==> config.mk <==
export PLATFORM = sky130hd
export DESIGN_NAME = i_fetch_mem_arbiter_flat
export DESIGN_NICKNAME = d
export VERILOG_FILES = /design/src/rtl/i_fetch_mem_arbiter_pkg.sv /design/src/rtl/i_fetch_mem_arbiter_if.sv /design/src/rtl/i_fetch_mem_arbiter.sv /design/src/flat_wrapper.sv
export SDC_FILE = /design/constraint.sdc
export NUM_CORES = 1
export LEC_CHECK = 0
export CORE_MARGIN = 2
export CORE_UTILIZATION = 35
export CTS_CLUSTER_DIAMETER = 30
export DETAILED_ROUTE_END_ITERATION = 6
export GPL_ROUTABILITY_DRIVEN = 0
export PLACE_DENSITY = 0.87
export SETUP_SLACK_MARGIN = 0.3
export SLEW_MARGIN = 40
export SYNTH_ARGS = -nofsm -noshare
export SYNTH_HDL_FRONTEND = slang
export SYNTH_SLANG_ARGS = --single-unit
==> constraint.sdc <==
create_clock -name clk -period 2.17 [get_ports clk]
set_input_delay 0.434 -clock clk [delete_from_list [all_inputs] [get_ports clk]]
set_output_delay 0.434 -clock clk [all_outputs]
set_load 0.05 [all_outputs]
==> src/rtl/i_fetch_mem_arbiter_pkg.sv <==
// Shared types for the instruction-fetch AXI read arbiter.
package i_mem_arb_pkg;

  typedef enum logic [1:0] {
    IDLE = 2'd0,
    ADDR = 2'd1,
    DATA = 2'd2
  } arb_state_e;

  typedef enum logic {
    OWN_DEM = 1'b0,
    OWN_PF  = 1'b1
  } owner_e;

  localparam int unsigned DEM_ID = 0;
  localparam int unsigned PF_ID  = 1;

  // A one-beat burst still needs a one-bit counter.
  function automatic int unsigned cnt_width(input int unsigned n);
    return (n > 1) ? $clog2(n) : 1;
  endfunction

endpackage

==> src/rtl/i_fetch_mem_arbiter_if.sv <==
// AXI read address/data channel bundle between the arbiter and memory.
interface i_fetch_mem_arbiter_if #(
  parameter int ADDR_WIDTH = 32,
  parameter int DATA_WIDTH = 32,
  parameter int ID_WIDTH   = 4
);
  logic [ADDR_WIDTH-1:0] araddr;
  logic [7:0]            arlen;
  logic [ID_WIDTH-1:0]   arid;
  logic                  arvalid;
  logic                  arready;
  logic [DATA_WIDTH-1:0] rdata;
  logic [ID_WIDTH-1:0]   rid;
  logic                  rlast;
  logic                  rvalid;
  logic                  rready;

  modport master (
    output araddr, arlen, arid, arvalid, rready,
    input  arready, rdata, rid, rlast, rvalid
  );

  modport slave (
    input  araddr, arlen, arid, arvalid, rready,
    output arready, rdata, rid, rlast, rvalid
  );
endinterface

==> src/rtl/i_fetch_mem_arbiter.sv <==
// Instruction-side AXI read arbiter: demand fills beat prefetches, one
// fixed-length burst outstanding, beats routed to the burst owner.
module i_fetch_mem_arbiter
  import i_mem_arb_pkg::*;
#(
  parameter int ADDR_WIDTH = 32,
  parameter int DATA_WIDTH = 32,
  parameter int BURST_LEN  = 4,   // power of two, at most 16
  parameter int ID_WIDTH   = 4
) (
  input  logic                  clk,
  input  logic                  rst_n,
  input  logic                  dem_req_valid,
  input  logic [ADDR_WIDTH-1:0] dem_req_addr,
  output logic                  dem_req_ready,
  input  logic                  pf_req_valid,
  input  logic [ADDR_WIDTH-1:0] pf_req_addr,
  output logic                  pf_req_ready,
  input  logic                  pf_flush,
  output logic [DATA_WIDTH-1:0] dem_rdata,
  output logic                  dem_rvalid,
  output logic                  dem_rlast,
  output logic [DATA_WIDTH-1:0] pf_rdata,
  output logic                  pf_rvalid,
  output logic                  pf_rlast,
  i_fetch_mem_arbiter_if.master axi,
  output logic                  protocol_err
);

  localparam int unsigned    CW       = cnt_width(BURST_LEN);
  localparam logic [CW-1:0]  LAST_CNT = CW'(BURST_LEN - 1);

  arb_state_e            state_q, state_d;
  owner_e                owner_q;
  logic [ADDR_WIDTH-1:0] addr_q;
  logic [CW-1:0]         cnt_q;
  logic                  discard_q;
  logic                  err_q;

  logic                  grant_dem, grant_pf;
  logic                  ar_hs, beat, cnt_last;
  logic [ID_WIDTH-1:0]   own_id;

  assign own_id   = (owner_q == OWN_PF) ? ID_WIDTH'(PF_ID) : ID_WIDTH'(DEM_ID);
  assign ar_hs    = (state_q == ADDR) && axi.arready;
  assign beat     = (state_q == DATA) && axi.rvalid;
  assign cnt_last = (cnt_q == LAST_CNT);

  // Next state, grant decision and AXI channel outputs
  always_comb begin
    state_d     = state_q;
    grant_dem   = 1'b0;
    grant_pf    = 1'b0;
    axi.arvalid = 1'b0;
    axi.araddr  = '0;
    axi.arlen   = '0;
    axi.arid    = '0;
    axi.rready  = 1'b0;
    case (state_q)
      IDLE: begin
        // Demand has strict priority; a waiting prefetch may starve.
        if (dem_req_valid) begin
          grant_dem = 1'b1;
          state_d   = ADDR;
        end else if (pf_req_valid) begin
          grant_pf  = 1'b1;
          state_d   = ADDR;
        end
      end
      ADDR: begin
        // Held stable until arready; a flush never withdraws the request.
        axi.arvalid = 1'b1;
        axi.araddr  = addr_q;
        axi.arlen   = 8'(BURST_LEN - 1);
        axi.arid    = own_id;
        if (axi.arready) state_d = DATA;
      end
      DATA: begin
        axi.rready = 1'b1;
        if (axi.rvalid && cnt_last) state_d = IDLE;
      end
      default: state_d = IDLE;
    endcase
  end

  // State register
  always_ff @(posedge clk or negedge rst_n) begin
    if (!rst_n) state_q <= IDLE;
    else        state_q <= state_d;
  end

  // Owner and line address captured at grant
  always_ff @(posedge clk or negedge rst_n) begin
    if (!rst_n) begin
      owner_q <= OWN_DEM;
      addr_q  <= '0;
    end else if (grant_dem) begin
      owner_q <= OWN_DEM;
      addr_q  <= dem_req_addr;
    end else if (grant_pf) begin
      owner_q <= OWN_PF;
      addr_q  <= pf_req_addr;
    end
  end

  // Beat counter; routing and rlast follow this, not the bus rlast
  always_ff @(posedge clk or negedge rst_n) begin
    if (!rst_n)                 cnt_q <= '0;
    else if (state_q != DATA)   cnt_q <= '0;
    else if (beat)              cnt_q <= cnt_last ? '0 : cnt_q + 1'b1;
  end

  // Discard flag: a flushed prefetch burst is still drained, just hidden
  always_ff @(posedge clk or negedge rst_n) begin
    if (!rst_n)                                  discard_q <= 1'b0;
    else if (state_q == IDLE)                    discard_q <= 1'b0;
    else if (pf_flush && owner_q == OWN_PF)      discard_q <= 1'b1;
  end

  // Sticky protocol error on wrong RID or misplaced/missing RLAST
  always_ff @(posedge clk or negedge rst_n) begin
    if (!rst_n)
      err_q <= 1'b0;
    else if (beat && ((axi.rid != own_id) || (axi.rlast != cnt_last)))
      err_q <= 1'b1;
  end

  // Requester-side outputs; beats pass through with zero latency
  always_comb begin
    dem_req_ready = ar_hs && (owner_q == OWN_DEM);
    pf_req_ready  = ar_hs && (owner_q == OWN_PF);
    dem_rvalid    = beat && (owner_q == OWN_DEM);
    pf_rvalid     = beat && (owner_q == OWN_PF) && !discard_q;
    dem_rlast     = dem_rvalid && cnt_last;
    pf_rlast      = pf_rvalid && cnt_last;
    dem_rdata     = dem_rvalid ? axi.rdata : '0;
    pf_rdata      = pf_rvalid ? axi.rdata : '0;
    protocol_err  = err_q;
  end

endmodule

==> src/flat_wrapper.sv <==
// flat-port wrapper written by rule: the top's interface ports become plain ports
module i_fetch_mem_arbiter_flat import i_mem_arb_pkg::*;
#(
  parameter int ADDR_WIDTH = 32,
  parameter int DATA_WIDTH = 32,
  parameter int BURST_LEN  = 4,                              
  parameter int ID_WIDTH   = 4
)
  (clk, rst_n, dem_req_valid, dem_req_addr, dem_req_ready, pf_req_valid, pf_req_addr, pf_req_ready, pf_flush, dem_rdata, dem_rvalid, dem_rlast, pf_rdata, pf_rvalid, pf_rlast, protocol_err, axi_araddr, axi_arlen, axi_arid, axi_arvalid, axi_rready, axi_arready, axi_rdata, axi_rid, axi_rlast, axi_rvalid);
  i_fetch_mem_arbiter_if #(.ADDR_WIDTH(ADDR_WIDTH), .DATA_WIDTH(DATA_WIDTH), .ID_WIDTH(ID_WIDTH)) axi_i ();
  input  logic clk;
  input  logic rst_n;
  input  logic dem_req_valid;
  input  logic [ADDR_WIDTH-1:0] dem_req_addr;
  output logic dem_req_ready;
  input  logic pf_req_valid;
  input  logic [ADDR_WIDTH-1:0] pf_req_addr;
  output logic pf_req_ready;
  input  logic pf_flush;
  output logic [DATA_WIDTH-1:0] dem_rdata;
  output logic dem_rvalid;
  output logic dem_rlast;
  output logic [DATA_WIDTH-1:0] pf_rdata;
  output logic pf_rvalid;
  output logic pf_rlast;
  output logic protocol_err;
  output wire logic [$bits(axi_i.araddr)-1:0] axi_araddr;
  output wire logic [$bits(axi_i.arlen)-1:0] axi_arlen;
  output wire logic [$bits(axi_i.arid)-1:0] axi_arid;
  output wire logic [$bits(axi_i.arvalid)-1:0] axi_arvalid;
  output wire logic [$bits(axi_i.rready)-1:0] axi_rready;
  input wire logic [$bits(axi_i.arready)-1:0] axi_arready;
  input wire logic [$bits(axi_i.rdata)-1:0] axi_rdata;
  input wire logic [$bits(axi_i.rid)-1:0] axi_rid;
  input wire logic [$bits(axi_i.rlast)-1:0] axi_rlast;
  input wire logic [$bits(axi_i.rvalid)-1:0] axi_rvalid;
  assign axi_araddr = axi_i.araddr;
  assign axi_arlen = axi_i.arlen;
  assign axi_arid = axi_i.arid;
  assign axi_arvalid = axi_i.arvalid;
  assign axi_rready = axi_i.rready;
  assign axi_i.arready = axi_arready;
  assign axi_i.rdata = axi_rdata;
  assign axi_i.rid = axi_rid;
  assign axi_i.rlast = axi_rlast;
  assign axi_i.rvalid = axi_rvalid;
  i_fetch_mem_arbiter #(.ADDR_WIDTH(ADDR_WIDTH), .DATA_WIDTH(DATA_WIDTH), .BURST_LEN(BURST_LEN), .ID_WIDTH(ID_WIDTH)) u_core (.clk(clk), .rst_n(rst_n), .dem_req_valid(dem_req_valid), .dem_req_addr(dem_req_addr), .dem_req_ready(dem_req_ready), .pf_req_valid(pf_req_valid), .pf_req_addr(pf_req_addr), .pf_req_ready(pf_req_ready), .pf_flush(pf_flush), .dem_rdata(dem_rdata), .dem_rvalid(dem_rvalid), .dem_rlast(dem_rlast), .pf_rdata(pf_rdata), .pf_rvalid(pf_rvalid), .pf_rlast(pf_rlast), .axi(axi_i), .protocol_err(protocol_err));
endmodule
Word level (Yosys, flattened, before mapping)
Cells that the tools add are included.
W data, S select, Z words.

word-level totals
  input bits = 108
  memories kept = 0
  output and inout bits = 117
  register bits after elaboration = 39
  bits in latches = 0
  bits in writable memories = 0
  memory bits (read-only) = 0
  logic and storage cells = 63

cells by class
  $lt $le $gt $ge = 0
  multiplexer cells = 27
  reductions and logical operators = 19
  div/mod/pow operators = 0
  $add $sub $neg = 1
  bitwise operators = 1
  shifts and indexed selects = 0
  $mul = 0
  equal/unequal tests = 9

operator list
  operator               count
  $mux W32               5
  $mux W2                8
  $logic_and A1 B1 Y1    12
  $mux W1                12
  $ne A2 B2 Y1 const B   3
  $pmux W2 S3            1
  $reduce_bool A2 Y1     3
  $eq A2 B2 Y1 const B   2
  $mux W4                1
  $ne A4 B4 Y1           1
  $ne A3 B3 Y1 const B   1
  $reduce_and A3 Y1      1
  $add A2 B1 Y2 const B  1
  $eq A2 B1 Y1 const B   1
  $logic_not A2 Y1       1
  $logic_not A1 Y1       1
  $logic_or A1 B1 Y1     1
  $ne A1 B1 Y1           1
  $not A1 Y1             1

Depth between registers and ports, before layout
  word-level depth = 5
  mapped depth = 5
  gate-level depth less buffers = 4

Least setup slack after synthesis
No wires, ideal clock.

  path kind = register to output
  start point = reg u_core.state_q[0]
  end point = out pf_rdata[22]
  cell stages (with the launch flop) = 6
  buffers on the path = 2
  arrival = 1708 ps
  data required time = 1736 ps
  slack = 28 ps
  cells stage by stage = dfrtp_1 -> buf_2 -> nand3b_4 -> nor3b_4 -> buf_2 -> and2_1

between the ends
  cells in the longest elaborated chain, start to end = 5

RTL lines
  what                              RTL line                    RTL
  from (decl)                       i_fetch_mem_arbiter.sv:33   arb_state_e state_q, state_d;
  from (signal assigned)            i_fetch_mem_arbiter.sv:89   else state_q <= state_d;
  $eq A2 B2 Y1                      i_fetch_mem_arbiter.sv:46   assign beat = (state_q == DATA) && axi.rvalid;
  $logic_and A1 B1 Y1               i_fetch_mem_arbiter.sv:46
  $logic_and A1 B1 Y1 (2 in a row)  i_fetch_mem_arbiter.sv:133  pf_rvalid = beat && (owner_q == OWN_PF) && !discard_q;
  net pf_rvalid                     flat_wrapper.sv:24          output logic pf_rvalid;
  $mux W32                          i_fetch_mem_arbiter.sv:137  pf_rdata = pf_rvalid ? axi.rdata : '0;
  to (decl)                         flat_wrapper.sv:23          output logic [DATA_WIDTH-1:0] pf_rdata;

The timed path passes the listed nets, and every way through them passes these cells.

Final worst setup path
  start point = reg u_core.state_q[0]
  end point = out pf_rdata[27]

between the ends
  cells in the longest elaborated chain, start to end = 5

RTL lines
  what                              RTL line
  $eq A2 B2 Y1                      i_fetch_mem_arbiter.sv:46
  $logic_and A1 B1 Y1               i_fetch_mem_arbiter.sv:46
  $logic_and A1 B1 Y1 (2 in a row)  i_fetch_mem_arbiter.sv:133
  $mux W32                          i_fetch_mem_arbiter.sv:137

Every way passes these cells.

==> metrics <==
fin nets 648; Reg2Reg Depth 7; Die Y 91.34 um; diode count 0; routed wire length 16,610 um; CTS Buffer Depth 2; power per cell area 1251 nW/um^2; area growth from synthesis to layout 148.4%; multiplexer area fraction after synthesis 0.007498; Int Power 4.450 mW; Worst Path Buf+Inv 3; register share of total power 0.175; Crit path max-delay family simple AND/OR/NAND/NOR gates; global-route wire length before repair 22,450 um; reg2reg end u_core.addr_q[8]; initial antenna violation count 0; largest net degree at the start of global routing 40; Critical R2R Launch u_core.state_q[0]; Root Buffer clkbuf_8; post-route antenna net violation count 0; Iter 0 DRT Violations 304; complex-gate fraction of the synthesized area 0.2207; share of cells above drive strength 1 0.4861; Seq/Total Area, Yosys 0.3655; total die area 8343 sq um; port buffer count 215; clk sinks 39; routed vias/inst 5.815; Synth cell types 34; Clock Skew 0.02294 ns; largest area contributor in the netlist dfrtp_1; Top-Level Pins 225; Reg clk slew, reported paths 0.10 ns; maxcap violations 0; maximum vdd drop 1.005 mV; cell total after placement 607; site row count 31; final instance count without filler cells 638; Comb pwr share 0.765; reg-to-reg slack, setup 0.17 ns; WS Path Type reg2out; RSZ-0062 raised after global routing yes; yosys synthesis warning count 0; top post-synthesis cells by area dfrtp_1 37%, and2_1 26%, o22ai_1 10%, a21oi_1 4.9%, o2bb2ai_1 3.3%; CP cell instances nand3b_4 > nor3b_4 > buf_6 > clkbuf_16 > and2_4 > buf_12; wire per inst 26.04 um; Hold Fails Final Rpt 0; slowest stage cell, crit path dfrtp_2; Initial Util 0.3642; Worst Path Arrival 1.77 ns; CTS tree yes; post-synthesis cell count 307; final setup vio count 17; fin crit share 1.017; crit path time final 2.206 ns; relative slew slack 0.4834; Crit. End Element output port; DRT Pass-1 Iters 6; Vias 3,710; Worst Hold Class in2async; PnR worst setup slack -0.03606 ns; Adder-Cell Fraction of Synth Area 0.009372; Worst-Skew Late Latency 0.30 ns; detailed-route DRC error count 0; vias in the first global route 3,798; detailed placement HPWL 9868 um; largest family of logic cells by synthesized area simple AND/OR/NAND/NOR gates; slowest cell delay on critical path 0.42 ns; top-area cell type share of the netlist area 0.3655; #FFs+latches synth 39; area of the core 7331 sq um; setup TNS -0.2175 ns; Die Width 91.34 um; critical path required time 1.74 ns; status finished with violations; GRT Overall Usage 0.3478; Max Clk Rate 453.3 MHz; Setup crit start kind flip-flop; Core Util, Final 0.9048; area share of and/or/nand/nor cells after synthesis 0.3074; fillcell total 261; cell leakage power 2.794 nW; syn avg cell area 8.697 sq um; failing checks setup timing; sw power 3.850 mW; total CTS buffers 5; Crit Path Max Fanout 8; post-synthesis xor/xnor area fraction 0.006560; count of final max-slew check failures 0; H-Tree Depth 2; Congestion Overflow GR 0; clock power share 0.060; Sw Share 0.4639; Mapped Area 2670 sq um; Worst-Margin Slew 0.7698 ns
## Yosys cell counts (all sizes together)
master	count
and3b	1
and3	1
a22o	1
nand3b	1
o2bb2ai	10
a211oi	1
nor2	6
or3b	2
clkbuf	12
conb	1
nor3	1
dfrtp	39
nand2	1
nor2b	1
buf	25
xnor2	2
a31oi	11
ha	2
a21oi	26
nand2b	2
or2	1
inv	2
nor3b	1
o22ai	44
and2	109
mux2i	2
o21ai	1
nor4	1
## per-stage QoR
step	setup WS (ns)	hold WS, ns	area (sq um)	power [mW]
after floorplan	0.2356	0.1384	2803	4.133
after global placement	-0.07086	0.4653	6055	6.418
after detailed placement	-0.1273	0.4391	6057	6.599
after CTS	0.04336	0.1213	6471	7.775
after global routing	-0.07071	0.1340	6633	8.541
final	-0.03606	0.09687	6633	8.300
## worst max path at each step
stage | endpoint | startpoint | depth (start not counted) | slack, ns
2_1_floorplan | pf_rdata[22] | u_core.state_q[0] | 5 | 0.24
3_3_place_gp | pf_rdata[1] | axi_rvalid | 6 | -0.07
3_5_place_dp | pf_rdata[0] | axi_rvalid | 6 | -0.13
4_1_cts | pf_rdata[9] | u_core.state_q[0] | 6 | 0.04
5_1_grt | pf_rdata[27] | u_core.state_q[0] | 6 | -0.07
6_report | pf_rdata[27] | u_core.state_q[0] | 6 | -0.04
## layer usage
metal / GRT usage / vias to the layer above / part of all wire
met5: 0 / - / 0
met4: 0.1098 / 0 / 0.054
met1: 0.3647 / 1819 / 0.33
met2: 0.6611 / 285 / 0.52
li1: - / 1525 / -
met3: 0.1012 / 81 / 0.090
## registers in the layout (all words and copies together) (netlist names)
signal and flops:
u_core.state_q 2, u_core.cnt_q 2, u_core.addr_q 32, u_core.protocol_err 1
u_core.owner_q 1, u_core.discard_q 1
## area by class of cell
cell class	count	area [sq um]	share of cell area
timing repair buffer	253	3705	0.5586
multi-input combinational	237	1729	0.2607
sequential	39	979.7	0.1477
tap	99	123.9	0.01868
clock buffer	6	72.57	0.01094
clock inverter	2	12.51	0.001886
inverter	2	10.01	0.001509
## cells by family after synthesis
| family | count (synthesis) |
|---|---|
| DFF | 39 |
| xor gates and xnor gates | 2 |
| buffers and inverters | 39 |
| other | 1 |
| adders and majority gates | 2 |
| muxes | 2 |
| AOI/OAI and AO/OA | 94 |
| and+or+nand+nor | 128 |
## power by group through the flow
stage	registers, mW	logic (mW)	clock network (mW)
4_1_cts	1.37	5.92	0.488
3_3_place_gp	1.35	5.07	0
5_1_grt	1.46	6.54	0.536
3_5_place_dp	1.39	5.21	0
2_1_floorplan	1.31	2.83	0
6_report	1.45	6.35	0.495
## what timing repair did
action / 4_1_cts / 5_1_grt
endpoints found under the setup margin: 107 / 107
hold endpoints to repair: 0 / 0
gates resized for setup: 66 / 25
pin swaps: 7 / 12
hold buffers: 0 / 0
gates cloned: 4 / 2
setup buffers: 11 / 6
## cells in the final DEF (no fill, tap or decap), types with 2 or more instances in the layout
cell type,instances
a31oi_1,11
nor2_2,2
mux2i_1,2
ha_1,2
buf_4,18
buf_6,11
and2_1,14
and2_2,29
dlygate4sd2_1,2
o2bb2ai_1,10
xnor2_1,2
clkdlybuf4s50_1,105
nor2_1,4
clkbuf_16,2
clkbuf_8,5
and2_4,66
dfrtp_2,3
o22ai_1,43
conb_1,9
or3b_1,2
buf_16,4
a21oi_1,26
buf_12,110
dfrtp_1,36
Note: power is estimated with default switching activity, not from simulation.
